## config.mk

```make
export PLATFORM = sky130hd
export DESIGN_NAME = conv_accumulator
export DESIGN_NICKNAME = d
export VERILOG_FILES = /design/src/rtl/conv_accumulator.sv
export SDC_FILE = /design/constraint.sdc
export NUM_CORES = 1
export LEC_CHECK = 0
export ABC_AREA = 1
export BUFFER_PORTS_ARGS = -buffer_cell sky130_fd_sc_hd__buf_4
export CORE_MARGIN = 2
export CORE_UTILIZATION = 39
export CTS_BUF_LIST = sky130_fd_sc_hd__clkbuf_4
export DETAILED_ROUTE_END_ITERATION = 8
export MAX_ROUTING_LAYER = met4
export SLEW_MARGIN = 20
export SYNTH_ARGS = -nofsm -noshare
export SYNTH_HDL_FRONTEND = slang
export SYNTH_SLANG_ARGS = --single-unit
```

## constraint.sdc

```tcl
create_clock -name clk -period 18.7 [get_ports clk]
set_input_delay 0.935 -clock clk [delete_from_list [all_inputs] [get_ports clk]]
set_output_delay 0.935 -clock clk [all_outputs]
set_load 0.005 [all_outputs]
```

## src/rtl/conv_accumulator.sv

```systemverilog
// Multiply-accumulate stage behind the convolution address/weight generator.
// Sums TAPS weighted pixel rows, normalises and saturates each window, then queues the result with its output index.
module conv_accumulator #(
    parameter int TAPS       = 3,
    parameter int SHIFT      = 4,
    parameter int FIFO_DEPTH = 4,
    parameter int ADDR_W     = 8
) (
    input  logic              clk,
    input  logic              reset,
    input  logic              in_valid,
    input  logic              in_first,
    input  logic              in_last,
    input  logic [23:0]       pixels,
    input  logic [23:0]       weight,
    input  logic              out_ready,
    output logic              out_valid,
    output logic [7:0]        out_pixel,
    output logic [ADDR_W-1:0] out_addr,
    output logic              busy,
    output logic              overflow,
    output logic              tap_err
);
    localparam int PTR_W = $clog2(FIFO_DEPTH);
    localparam int CNT_W = $clog2(TAPS + 1) + 1;

    function automatic logic [15:0] mul8(input logic [7:0] a, input logic [7:0] b);
        return {8'd0, a} * {8'd0, b};
    endfunction

    function automatic logic [7:0] sat8(input logic [19:0] v);
        return (v > 20'd255) ? 8'hFF : v[7:0];
    endfunction

    // Stage p0: input capture
    logic        vld_p0, first_p0, last_p0;
    logic [23:0] pixels_p0, weight_p0;

    always_ff @(posedge clk or posedge reset) begin
        if (reset) begin
            vld_p0   <= 1'b0;
            first_p0 <= 1'b0;
            last_p0  <= 1'b0;
        end else begin
            vld_p0   <= in_valid;
            first_p0 <= in_valid & in_first;
            last_p0  <= in_valid & in_last;
        end
    end

    always_ff @(posedge clk) begin
        pixels_p0 <= pixels;
        weight_p0 <= weight;
    end

    // Stage p1: row dot product
    logic        vld_p1, first_p1, last_p1;
    logic [17:0] row_sum_p1;
    logic [17:0] row_sum_c;

    always_comb begin
        row_sum_c = {2'd0, mul8(pixels_p0[23:16], weight_p0[23:16])}
                  + {2'd0, mul8(pixels_p0[15:8],  weight_p0[15:8])}
                  + {2'd0, mul8(pixels_p0[7:0],   weight_p0[7:0])};
    end

    always_ff @(posedge clk or posedge reset) begin
        if (reset) begin
            vld_p1   <= 1'b0;
            first_p1 <= 1'b0;
            last_p1  <= 1'b0;
        end else begin
            vld_p1   <= vld_p0;
            first_p1 <= first_p0;
            last_p1  <= last_p0;
        end
    end

    always_ff @(posedge clk) begin
        row_sum_p1 <= row_sum_c;
    end

    // Stage p2: accumulate, close window, push result
    logic [19:0]      acc, acc_next;
    logic [CNT_W-1:0] tap_cnt, cnt_next;
    logic             win_open;
    logic [7:0]       result;

    always_comb begin
        acc_next = first_p1 ? {2'd0, row_sum_p1} : acc + {2'd0, row_sum_p1};
        // Saturating count so an overlong window cannot wrap back to TAPS.
        if (first_p1)
            cnt_next = CNT_W'(1);
        else if (tap_cnt == {CNT_W{1'b1}})
            cnt_next = tap_cnt;
        else
            cnt_next = tap_cnt + CNT_W'(1);
        result = sat8(acc_next >> SHIFT);
    end

    logic [7:0]        fifo_pix  [FIFO_DEPTH];
    logic [ADDR_W-1:0] fifo_addr [FIFO_DEPTH];
    logic [PTR_W:0]    wr_ptr, rd_ptr;
    logic [ADDR_W-1:0] wr_index;
    logic              empty, full, push_req, pop, push;

    always_comb begin
        empty    = (wr_ptr == rd_ptr);
        full     = (wr_ptr[PTR_W] != rd_ptr[PTR_W]) &&
                   (wr_ptr[PTR_W-1:0] == rd_ptr[PTR_W-1:0]);
        push_req = vld_p1 & last_p1;
        pop      = ~empty & out_ready;
        push     = push_req & (~full | pop);
    end

    always_ff @(posedge clk or posedge reset) begin
        if (reset) begin
            acc      <= '0;
            tap_cnt  <= '0;
            win_open <= 1'b0;
            tap_err  <= 1'b0;
            overflow <= 1'b0;
            wr_ptr   <= '0;
            rd_ptr   <= '0;
            wr_index <= '0;
            for (int i = 0; i < FIFO_DEPTH; i++) begin
                fifo_pix[i]  <= '0;
                fifo_addr[i] <= '0;
            end
        end else begin
            if (vld_p1) begin
                acc      <= last_p1 ? '0 : acc_next;
                tap_cnt  <= last_p1 ? '0 : cnt_next;
                win_open <= ~last_p1;
                if (last_p1 && cnt_next != CNT_W'(TAPS))
                    tap_err <= 1'b1;
            end
            if (push) begin
                fifo_pix[wr_ptr[PTR_W-1:0]]  <= result;
                fifo_addr[wr_ptr[PTR_W-1:0]] <= wr_index;
                wr_ptr   <= wr_ptr + 1'b1;
                wr_index <= wr_index + 1'b1;
            end else if (push_req) begin
                overflow <= 1'b1;
            end
            if (pop)
                rd_ptr <= rd_ptr + 1'b1;
        end
    end

    assign out_valid = ~empty;
    assign out_pixel = fifo_pix[rd_ptr[PTR_W-1:0]];
    assign out_addr  = fifo_addr[rd_ptr[PTR_W-1:0]];
    assign busy      = vld_p0 | vld_p1 | win_open;

endmodule
```

---- After elaboration in Yosys (flattened, before gate mapping) ----
Index checks and enable logic that the tools add are counted.
operators by class
  equality and inequality tests ........... 5
  mux-type cells .......................... 16
  $lt $le $gt $ge ......................... 4
  $add $sub $neg .......................... 7
  multipliers ............................. 3
  div/mod/pow operators ................... 0
  bitwise operators ....................... 14
  shift-type cells ........................ 0
  reduce and logical (&&, ||, !) cells .... 5
operator list
  cell                                                                              count
  32-bit bitwise mux                                                                2
  8-bit by 8-bit multiplier with 16-bit output                                      3
  8-bit two-way mux                                                                 6
  20-bit two-way mux                                                                2
  8-bit binary-select mux with 2-bit select                                         2
  20-bit by 18-bit adder with 20-bit output                                         1
  17-bit by 16-bit adder with 18-bit output                                         1
  16-bit by 16-bit adder with 17-bit output                                         1
  8-bit demux with 2-bit select                                                     1
  16-bit by 8-bit greater-than comparator with 1-bit output, second input constant  1
  3-bit by 1-bit adder with 3-bit output, second input constant                     3
  3-bit two-way mux                                                                 3
  8-bit by 1-bit adder with 8-bit output, second input constant                     1
  3-bit greater-or-equal comparator, second input constant                          2
  2-bit inverter with 3-bit output                                                  2
  1-bit AND                                                                         5
  1-bit inverter                                                                    4
  2-bit AND reduction                                                               2
  3-bit equality test                                                               1
  3-bit equality test, second input constant                                        1
  1-bit logical AND                                                                 3
  3-bit by 1-bit < comparator with 1-bit output, second input constant              1
  3-bit by 2-bit != test with 1-bit output, second input constant                   1
  1-bit bitwise OR                                                                  3
  other kinds (2)                                                                   2
word-level totals
  memory bits (writable) .................. 0
  memory bits (read-only) ................. 0
  output and inout port bits .............. 20
  memories ................................ 0
  latch bits .............................. 0
  logic and storage cells ................. 79
  input port bits ......................... 54
  bits in registers ....................... 176

---- Logic depth before layout (Yosys ltp) ----
Gate-level depths: netlist of run 1.
  depth in word-level cells ............... 7
  depth in mapped cells ................... 26
  mapped depth without buffers ............ 25

---- Worst setup path after synthesis of run 1 ----
No wires, ideal clock.
  kind .................................... register to register
  start point ............................. reg weight_p0[21]
  end point ............................... reg row_sum_p1[15]
  slack ................................... 12.826 ns
  cell stages (with the launch flop) ...... 23
  setup time .............................. 0.127 ns
  period minus slack after synthesis ...... 5.874 ns
  buffers on the path ..................... 1
  data required time ...................... 18.573 ns
  data arrival time ....................... 5.748 ns
  path through ............................ dfxtp_1 > clkbuf_1 > nand2_1 > fa_1 > inv_1 > fa_1 > inv_1 > fa_1 > fa_1 > inv_1 > fa_1 > fa_1 > inv_1 > fa_1 > inv_1 > ha_1 > a21oi_1 > o21ai_0 > a21oi_1 > o21ai_0 > a21boi_0 > o21ai_0 > xor2_1
between the ends
  word-level cells in the longest chain between the ends .. 3
ends and longest elaborated chain
  item                                          line  RTL
  start, declared                               37    logic [23:0] pixels_p0, weight_p0;
  start signal, assigned                        53    weight_p0 <= weight;
  8-bit by 8-bit multiplier with 16-bit output  28    return {8'd0, a} * {8'd0, b};
  16-bit by 16-bit adder with 17-bit output     63    + {2'd0, mul8(pixels_p0[15:8], weight_p0[15:8])}
  17-bit by 16-bit adder with 18-bit output     64    + {2'd0, mul8(pixels_p0[7:0], weight_p0[7:0])};
  via row_sum_c[15]                             59    logic [17:0] row_sum_c;
  end signal, assigned                          80    row_sum_p1 <= row_sum_c;
  end, declared                                 58    logic [17:0] row_sum_p1;
The timed path passes the listed nets, and every way through them passes these cells.
A chain may end at the register's enable or synchronous reset.

---- Worst setup path after layout of run 1 ----
  start point ............................. reg weight_p0[19]
  end point ............................... reg row_sum_p1[15]
Same word-level chain as after synthesis.

==> results of run 1 <==
[through the flow]
stage | util [%] | setup slack (ns) | hold WS [ns] | cell area [µm²] | cells
global route | 42.4 | 12.04 | 0.233 | 15800 | 2347
CTS | 42.3 | 12.51 | 0.220 | 15800 | 2344
detailed placement | 41.6 | 12.57 | 0.338 | 15500 | 2312
floorplan | - | 12.83 | 0.331 | 14700 | 1836
global placement | 41.6 | 12.64 | 0.341 | 15500 | 2312
finish | 42.4 | 12.55 | 0.269 | 15800 | 2347
[flip-flops by register name (all words and copies together), names as in the netlist]
register and cells:
wr_index 8, row_sum_p1 18, tap_cnt 3, first_p1 1
wr_ptr 3, vld_p1 1, overflow 1, win_open 1
last_p1 1, tap_err 1, last_p0 1, vld_p0 1
first_p0 1, fifo_addr 32, fifo_pix 32, acc 20
rd_ptr 3, pixels_p0 24, weight_p0 24
[worst max-delay path, delay by kind of cell, from the launching register on]
kind / cells / cell delay [ns]
buffers and inverters: 5 / 0.25
and+or+nand+nor: 1 / 0.14
xor gates and xnor gates: 1 / 0.15
DFF: 1 / 0.53
AOI/OAI and AO/OA: 6 / 1.11
adders and majority gates: 8 / 3.84
[cell type report]
type	instances	area, µm²
fill	3797	21500
multi-input combinational	1131	8590
sequential	176	4070
inverter	455	1710
tap	474	593
timing repair buffer	76	574
clock inverter	15	129
clock buffer	17	128
antenna	3	7.51
[how the worst max path moves through the flow]
stage / endpoint / slack (ns)
2_1_floorplan: row_sum_p1[15]$_DFF_P_ / 12.83
3_3_place_gp: row_sum_p1[15]$_DFF_P_ / 12.64
3_5_place_dp: row_sum_p1[15]$_DFF_P_ / 12.57
5_1_grt: row_sum_p1[15]$_DFF_P_ / 12.04
6_report: row_sum_p1[15]$_DFF_P_ / 12.55
4_1_cts: row_sum_p1[15]$_DFF_P_ / 12.51
[Yosys cell counts, drive strengths merged (2+ instances only)]
cell	number
nor2	66
fa	162
nor3	5
inv	455
ha	124
nand3	44
mux2i	5
buf	15
clkbuf	59
o21bai	2
xnor2	9
or2	6
nand2	539
dfxtp	66
nand4	4
a22o	2
nand3b	2
a21oi	31
o22ai	18
o21ai	79
dfrtp	110
xor2	26
[cells by family (layout without fill, tap and decap cells)]
logic type	Yosys count	after routing	share of synthesized area [%]
buffers and inverters	529	563	13.7
other	0	3	0
adders and majority gates	286	286	32.7
and+or+nand+nor	668	668	18.4
AOI/OAI and AO/OA	137	137	5.00
DFF	176	176	27.8
muxes	5	5	0.341
xor gates and xnor gates	35	35	2.09
[layer usage]
layer | vias up | global-route usage (%)
li1 | 5413 | -
met1 | 5215 | 24.1
met2 | 212 | 31.6
met3 | 43 | 3.00
met4 | 0 | 5.85
met5 | - | -
==> metrics.txt, run 1 <==
status completed; Post-CTS Setup Bufs 0; most common cell after layout, fill and taps aside nand2_1; largest net degree at the start of global routing 80; Top Metal Used met4; Post-CTS Resized 0; WP data required between 15 and 20 ns; ys async rst share a little over three fifths; DRT antenna net count 0; HPWL after DPL ~26 mm; CTS tree yes; WL met3 around 1.4 mm; Clock Skew between 0.05 and 0.06 ns; total number of vias ~11000; Slowest cell on crit path fa_1; CP max FO 8; vias per cell 4.64; Tot GR Track Use 19.1%; CP most frequent cell fa_1; Reg-to-Reg End row_sum_p1[15]$_DFF_P_; Routability Congestion a little under 0.9; internal reg-to-reg setup slack 12.55 ns; layout overhead on the synthesized area 7.74%; initial antenna violation count 2; Crit. Startpoint weight_p0[19]$_DFF_P_; H-tree Lvls 4; layout cell share with drive strength beyond 1 around 7.3%; clk sinks 176; CTS buffer count 17; register area share after synthesis 27.8%; synth top area cells fa_1 (22%), dfrtp_1 (19%), nand2_1 (14%); RR Startpoint weight_p0[19]$_DFF_P_; chip height 198 µm; I/O pin total 74; Pre-Repair DR Iteration Count 6; CTS root buf clkbuf_4; synth warn 0; worst reg-to-reg path cell count 21; Post-synth EDFFs 0; Pins Over Slew Limit 0; clk slew on worst S/H paths approximately 0.16 ns; FF+latch count, synth ~180; die area a little under 40000 µm²; fin nets approximately 2200; Syn Nets between 2000 and 2500; Mapped Area approximately 15000 µm²; unrepaired setup endpoints after global routing no; critical path type reg -> reg; chip width ~200 µm; # setup viols final 0; period utilization 32.9%; final-report hold violation count 0; Clock Path Buffers 2; largest area contributor in the netlist fa_1; post-layout minimum cycle time roughly 6.2 ns; Starting Density 39.3%; Core Region between 30000 and 40000 µm²; DR iter-0 viols roughly 650; slew margin rel. between 40% and 50%; vias in the first global route 11479; synthesized instance count 1836; Cell Chain, Critical Path nand2_1 > fa_1 > inv_1 > fa_1 > inv_1 > fa_1 > inv_1 > fa_1 > fa_1 > fa_1 > inv_1 > fa_1 > inv_1 > ha_1 > a21oi_1 > o21ai_0 > a21oi_1 > o21ai_0 > a21boi_0 > o21ai_0 > xor2_1; routed wire length roughly 33 mm; f_max 163 MHz; unique cell type count in the Yosys netlist 37; WL/cell approximately 14 µm; Critical Path Sink Type flop; startpoint type of the worst setup path flop; Hold Path Class in -> async; Congestion Overflow GR 0; # hold bufs at CTS 0; TNS Setup 0 ns; Post-Syn Area per Cell 7.99 µm²; DRC viols 0; top-area cell type share of the netlist area between 20% and 30%; M1 WL about 15 mm; Worst-Margin Slew roughly 0.86 ns; met2 wire length about 16 mm; Rows between 70 and 80; global-route wire length before repair between 50 and 60 mm; latest clock arrival within the worst-skew pair around 0.66 ns; max incr delay on CP roughly 0.55 ns; most frequent cells in the layout nand2_1 (535), inv_1 (446), fa_1 (162); max-cap viol count 0; crit path DAT ~6.7 ns; IO buf count 73; ys flop type dfrtp_1
Power of run 1 is left out: the tool's default activity adds up to more than one toggle a clock period on the data nets, which glitch-free logic cannot reach.
==> run 2: changes to the inputs <==
==> constraint.sdc (replaced) <==
create_clock -name clk -period 5.7 [get_ports clk]
set_input_delay 0.285 -clock clk [delete_from_list [all_inputs] [get_ports clk]]
set_output_delay 0.285 -clock clk [all_outputs]
set_load 0.005 [all_outputs]
==> run 2 against run 1 <==
  * Hold slack got worse by 0.10 ns
  * Non-clock buffer count increased by 114
  * Die area is the same
  * Count of clock-buffer cells in the layout did not move
  * Cell count increased by 4.7%
  * Via count rose by 4.8%
  * Fmax up 8.5%
  * Highest routed layer unchanged
==> metrics.txt, run 2 (synthesis results as in run 1) <==
TNS Setup 0 ns (unchanged); routed wire length 34.6 mm (+4.7%); area of the multi-input gates 8800 µm² (+2.5%); largest registers fifo_addr: 32 flops, fifo_pix: 32 flops; Hold Path Class in -> async; status completed; largest net degree at the start of global routing 79 (-1.3%); DR iter-0 viols 696 (+7.9%); DRT antenna net count 0 (unchanged); f_max 176 MHz (+8.5%); RR Startpoint weight_p0[21]$_DFF_P_; Worst-Margin Slew 0.978 ns (+0.114 ns); initial antenna violation count 1 (-1); fill count 3674 (-3.2%); final-report hold violation count 0 (unchanged); Tot GR Track Use 19.3% (+0.25 points); WL/cell 14.1 µm (about the same); CTS root buf clkbuf_4; total number of vias 11400 (+4.8%); CTS tree yes; fin nets 2311 (+5.2%); Routability Congestion 0.896 (+0.74%); CP max FO 5 (-3); global-route wire length before repair 57.6 mm (+1.7%); Area after DPL 15900 µm² (+2.6%); IO buf count 73 (unchanged); slew margin rel. 34.8% (-7.5 points); Core Region 37300 µm² (unchanged); startpoint type of the worst setup path flop; DRC viols 0 (unchanged); Rows 71 (unchanged); chip height 198 µm (unchanged); post-layout minimum cycle time 5.67 ns (-0.480 ns); non-filler instance count after layout 2458 (+4.7%); unrepaired setup endpoints after global routing yes; # setup viols final 0 (unchanged); post-route cell area 17100 µm² (+8.3%); I/O pin total 74 (unchanged); crit path DAT 6.27 ns (-0.39 ns); max-cap viol count 0 (unchanged); HPWL after DPL 26.6 mm (+2.3%); Clock Path Buffers 2 (unchanged); most common cell after layout, fill and taps aside nand2_1; chip width 198 µm (unchanged); Clock Skew 0.0435 ns (-0.00810 ns); Pre-Repair DR Iteration Count 5 (-1); DP Cell Count 2364 (+2.2%); Starting Density 39.3% (unchanged); critical path type reg -> reg; Congestion Overflow GR 0 (unchanged); H-tree Lvls 4 (unchanged); die area 39200 µm² (unchanged); period utilization 99.5% (+67 points); FF+latch area 4150 µm² (+1.9%); vias in the first global route 11675 (+1.7%); most frequent cells in the layout nand2_1 (526), inv_1 (437), fa_1 (157); Crit. Startpoint weight_p0[21]$_DFF_P_; CTS buffer count 17 (unchanged); Critical Path Sink Type flop; clk slew on worst S/H paths 0.17 ns (about the same); vias per cell 4.64 (about the same); WP data required 6.30 ns (-12.91 ns); layout cell share with drive strength beyond 1 14.3% (+6.9 points); layout overhead on the synthesized area 16.7%; latest clock arrival within the worst-skew pair 0.68 ns (+0.02 ns); clk sinks 176 (unchanged); Pins Over Slew Limit 0 (unchanged)
==> run 2: worst max-delay path: stages, from the launching register on <==
cell and delay [ns]:
dfxtp_4 0.38, buf_6 0.13, nand2_4 0.06, inv_2 0.03
fa_1 0.53, inv_2 0.05, fa_1 0.52, fa_2 0.56
inv_2 0.04, fa_2 0.53, inv_2 0.04, fa_1 0.53
fa_2 0.45, fa_1 0.52, inv_2 0.05, ha_4 0.26
inv_1 0.04, o21bai_1 0.24, nand2_1 0.13, nand2_2 0.10
nand2_2 0.05, nand2_2 0.08, nand3_2 0.09, a21o_1 0.17
nand2_1 0.05
==> run 2: layout make-up <==
| cell class | instances | area share, % |
|---|---|---|
| Multi-Input combinational cell | 1131 | 51.4 |
| Sequential cell | 176 | 24.3 |
| Timing Repair Buffer | 190 | 9.17 |
| Inverter | 455 | 9.99 |
| Clock buffer | 17 | 0.746 |
| Antenna cell | 1 | 0.0146 |
| Tap cell | 474 | 3.46 |
| Clock inverter | 14 | 0.957 |
==> run 2: path summary, 6_finish.rpt <==
check / to / slack [ns] / cells after the start
min reg2reg: last_p1$_DFF_PP0_ / 0.38 / 0
min: acc[6]$_DFFE_PP0P_ / 0.16 / 3
max reg2reg: row_sum_p1[14]$_DFF_P_ / 0.03 / 24
max in group asynchronous: fifo_addr[26]$_DFFE_PP0P_ / 4.21 / 4
max: row_sum_p1[14]$_DFF_P_ / 0.03 / 24
min in group clk: pixels_p0[22]$_DFF_P_ / 0.22 / 2
==> run 2: per-stage QoR <==
| stage | worst slack (ns) | hold WS, ns | util [%] |
|---|---|---|---|
| 6_report | 0.0265 | 0.164 | 45.9 |
| 5_1_grt | -0.179 | 0.153 | 45.9 |
| 4_1_cts | -0.000500 | 0.123 | 45.1 |
| 3_5_place_dp | -0.103 | 0.334 | 42.7 |
| 3_3_place_gp | -0.0195 | 0.327 | 42.7 |
| 2_1_floorplan | 0.0286 | 0.313 | - |
==> run 2: repair_timing <==
action / 4_1_cts / 5_1_grt
gates resized for setup: 21 / 83
endpoints found under the setup margin: 5 / 7
pin swaps: 1 / 42
hold buffers: 53 / 0
hold endpoints to repair: 87 / 0
setup buffers: 1 / 8
==> run 2: routing by layer <==
| metal | track usage, % | wire [µm] | vias up |
|---|---|---|---|
| li1 | - | - | 5638 |
| met1 | 24.6 | 15800 | 5523 |
| met2 | 32.3 | 17000 | 202 |
| met3 | 2.93 | 1250 | 37 |
| met4 | 5.04 | 594 | 0 |
| met5 | - | 0 | - |
Power of run 2 is left out for the same reason.
==> run 3: changes to the inputs <==
--- a/config.mk
+++ b/config.mk
@@ -8,10 +8,11 @@
 export ABC_AREA = 1
 export BUFFER_PORTS_ARGS = -buffer_cell sky130_fd_sc_hd__buf_4
 export CORE_MARGIN = 2
-export CORE_UTILIZATION = 39
-export CTS_BUF_LIST = sky130_fd_sc_hd__clkbuf_4
+export CORE_UTILIZATION = 63
 export DETAILED_ROUTE_END_ITERATION = 8
 export MAX_ROUTING_LAYER = met4
+export PLACE_DENSITY = 0.82
+export REMOVE_ABC_BUFFERS = 1
 export SLEW_MARGIN = 20
 export SYNTH_ARGS = -nofsm -noshare
 export SYNTH_HDL_FRONTEND = slang
==> run 3 against run 2 <==
  * Count of clock-buffer cells in the layout did not move
  * Flip-flop and latch count did not move
  * Setup slack barely moved
  * Die area fell by 37%
==> metrics.txt, run 3 (synthesis results as in run 1) <==
post-layout minimum cycle time 5.67 ns (-0.000117 ns); latest clock arrival within the worst-skew pair 0.46 ns (-0.22 ns); HPWL after DPL 26.4 mm (-1.0%); initial antenna violation count 0 (-1); slew margin rel. 45.8% (+11 points); critical path buffer and inverter count 5 (-2); Worst-Margin Slew 0.813 ns (-0.165 ns); vias in the first global route 12841 (+10%); startpoint type of the worst setup path flop; CP max FO 4 (-1); most common cell after layout, fill and taps aside nand2_1; Slowest cell on crit path fa_2; CTS buffer count 17 (unchanged); fin nets 2328 (+0.74%); max incr delay on CP 0.57 ns (about the same); chip width 157 µm (-21%); vias per cell 5.34 (+15%); IO buf count 73 (unchanged); worst reg-to-reg path cell count 21 (-13%); Congestion Overflow GR 0 (unchanged); largest registers fifo_addr: 32 flops, fifo_pix: 32 flops; f_max 176 MHz (about the same); status completed; CTS tree yes; max-cap viol count 0 (unchanged); Tot GR Track Use 32.7% (+13 points); WL/cell 16.6 µm (+18%); clk sinks 176 (unchanged); layout cell share with drive strength beyond 1 15.0% (+0.72 points); largest net degree at the start of global routing 89 (+13%); WP data required 6.04 ns (-0.26 ns); Starting Density 64.4% (+25 points); final-report hold violation count 0 (unchanged); period utilization 99.5% (about the same); Hold Path Class in -> reg; RR Startpoint pixels_p0[6]$_DFF_P_; final design utilization 76.4% (+30 points); Core Region 22800 µm² (-39%); DRT antenna net count 0 (unchanged); Critical Path Sink Type flop; Reg-to-Reg End row_sum_p1[15]$_DFF_P_; Rows 55 (-23%); most frequent cells in the layout nand2_1 (528), inv_1 (438), fa_1 (155); Crit. Startpoint pixels_p0[6]$_DFF_P_; # setup viols final 0 (unchanged); critical path type reg -> reg; cell depth of the worst setup path 21 (-13%); routed wire length 38.4 mm (+11%); Routability Congestion 0.927 (+3.5%); worst setup path endpoint row_sum_p1[15]$_DFF_P_; Clock Skew 0.0155 ns (-0.0280 ns); layout overhead on the synthesized area 18.6%; TNS Setup 0 ns (unchanged); Cell Chain, Critical Path nand2_1 > inv_1 > fa_2 > inv_1 > fa_1 > fa_2 > fa_1 > inv_1 > fa_1 > fa_1 > inv_1 > fa_1 > inv_1 > ha_4 > a21oi_4 > o21ai_2 > a21oi_2 > o21ai_2 > a21boi_2 > o21ai_1 > xor2_1; non-filler instance count after layout 2314 (-5.9%); global-route wire length before repair 60.6 mm (+5.2%); crit path DAT 6.01 ns (-0.26 ns); DP Cell Count 2225 (-5.9%); I/O pin total 74 (unchanged); chip height 157 µm (-21%); total number of vias 12353 (+8.4%); delay-heaviest family, CP adder cells; Pre-Repair DR Iteration Count 5 (unchanged); post-route cell area 17400 µm² (+1.6%); die area 24500 µm² (-37%); Area after DPL 15900 µm² (-0.31%); clk slew on worst S/H paths 0.08 ns (-0.09 ns); DR iter-0 viols 1027 (+48%); internal reg-to-reg setup slack 0.03 ns (about the same); diode count 0 (-1); Clock Path Buffers 2 (unchanged); unrepaired setup endpoints after global routing yes; CTS root buf clkbuf_16; Pins Over Slew Limit 0 (unchanged); H-tree Lvls 4 (unchanged); DRC viols 0 (unchanged)
## run 3: changes by cell type in the layout (fill, tap and decap cells not counted), moves of 4 or more
cell       before  now
buf_4         134  154
clkinv_8        1    6
dfxtp_1        32   40
inv_12          0    5
dfxtp_2        20   24
dfxtp_4        14    2
clkbuf_16       0   17
clkbuf_4       17    0
inv_8           6    0
## run 3: worst register-to-register path: cells and delay by family, from the launching register on
kind | cells | cell delay (ns)
simple gates | 1 | 0.10
flops | 1 | 0.36
xor+xnor | 1 | 0.17
fa+ha+maj | 8 | 3.75
buf+inv | 5 | 0.36
compound gates | 6 | 0.79
## run 3: cell type report
cell class / instances / area (µm²)
Clock buffer: 17 / 425
Clock inverter: 15 / 214
Fill cell: 1483 / 5380
Inverter: 455 / 1710
Multi-Input combinational cell: 1131 / 8850
Sequential cell: 176 / 4110
Tap cell: 313 / 392
Timing Repair Buffer: 207 / 1690
## run 3: timing repair
action / CTS / global route
hold endpoints to repair: 71 / 0
setup endpoints to repair: 6 / 7
pin swaps: 4 / 49
gates resized for setup: 22 / 73
buffers inserted: 2 / 5
hold buffers: 50 / 0
## run 3: layer usage
layer	wire length (µm)	vias to the layer above	track usage (%)
li1	-	5682	-
met1	14700	5996	38.6
met2	19600	528	56.2
met3	2420	147	4.49
met4	1630	0	14.4
met5	0	-	-
## run 3: worst min path at each step
stage	from	to	slack, ns	cells after the start
finish	in_first	first_p0$_DFF_PP0_	0.02	3
global route	in_first	first_p0$_DFF_PP0_	0.02	3
CTS	in_first	first_p0$_DFF_PP0_	0.008	3
detailed placement	reset	overflow$_DFFE_PP0P_	0.27	2
global placement	reset	overflow$_DFFE_PP0P_	0.26	2
floorplan	pixels[0]	pixels_p0[0]$_DFF_P_	0.31	0
## run 3: per-stage QoR
stage               setup slack (ns)  hold WS, ns
floorplan                    -0.0688        0.313
detailed placement            -0.210        0.268
finish                        0.0266       0.0180
global route                  -0.105       0.0177
global placement             -0.0985        0.259
CTS                          -0.0162      0.00829
Power of run 3 is left out for the same reason.
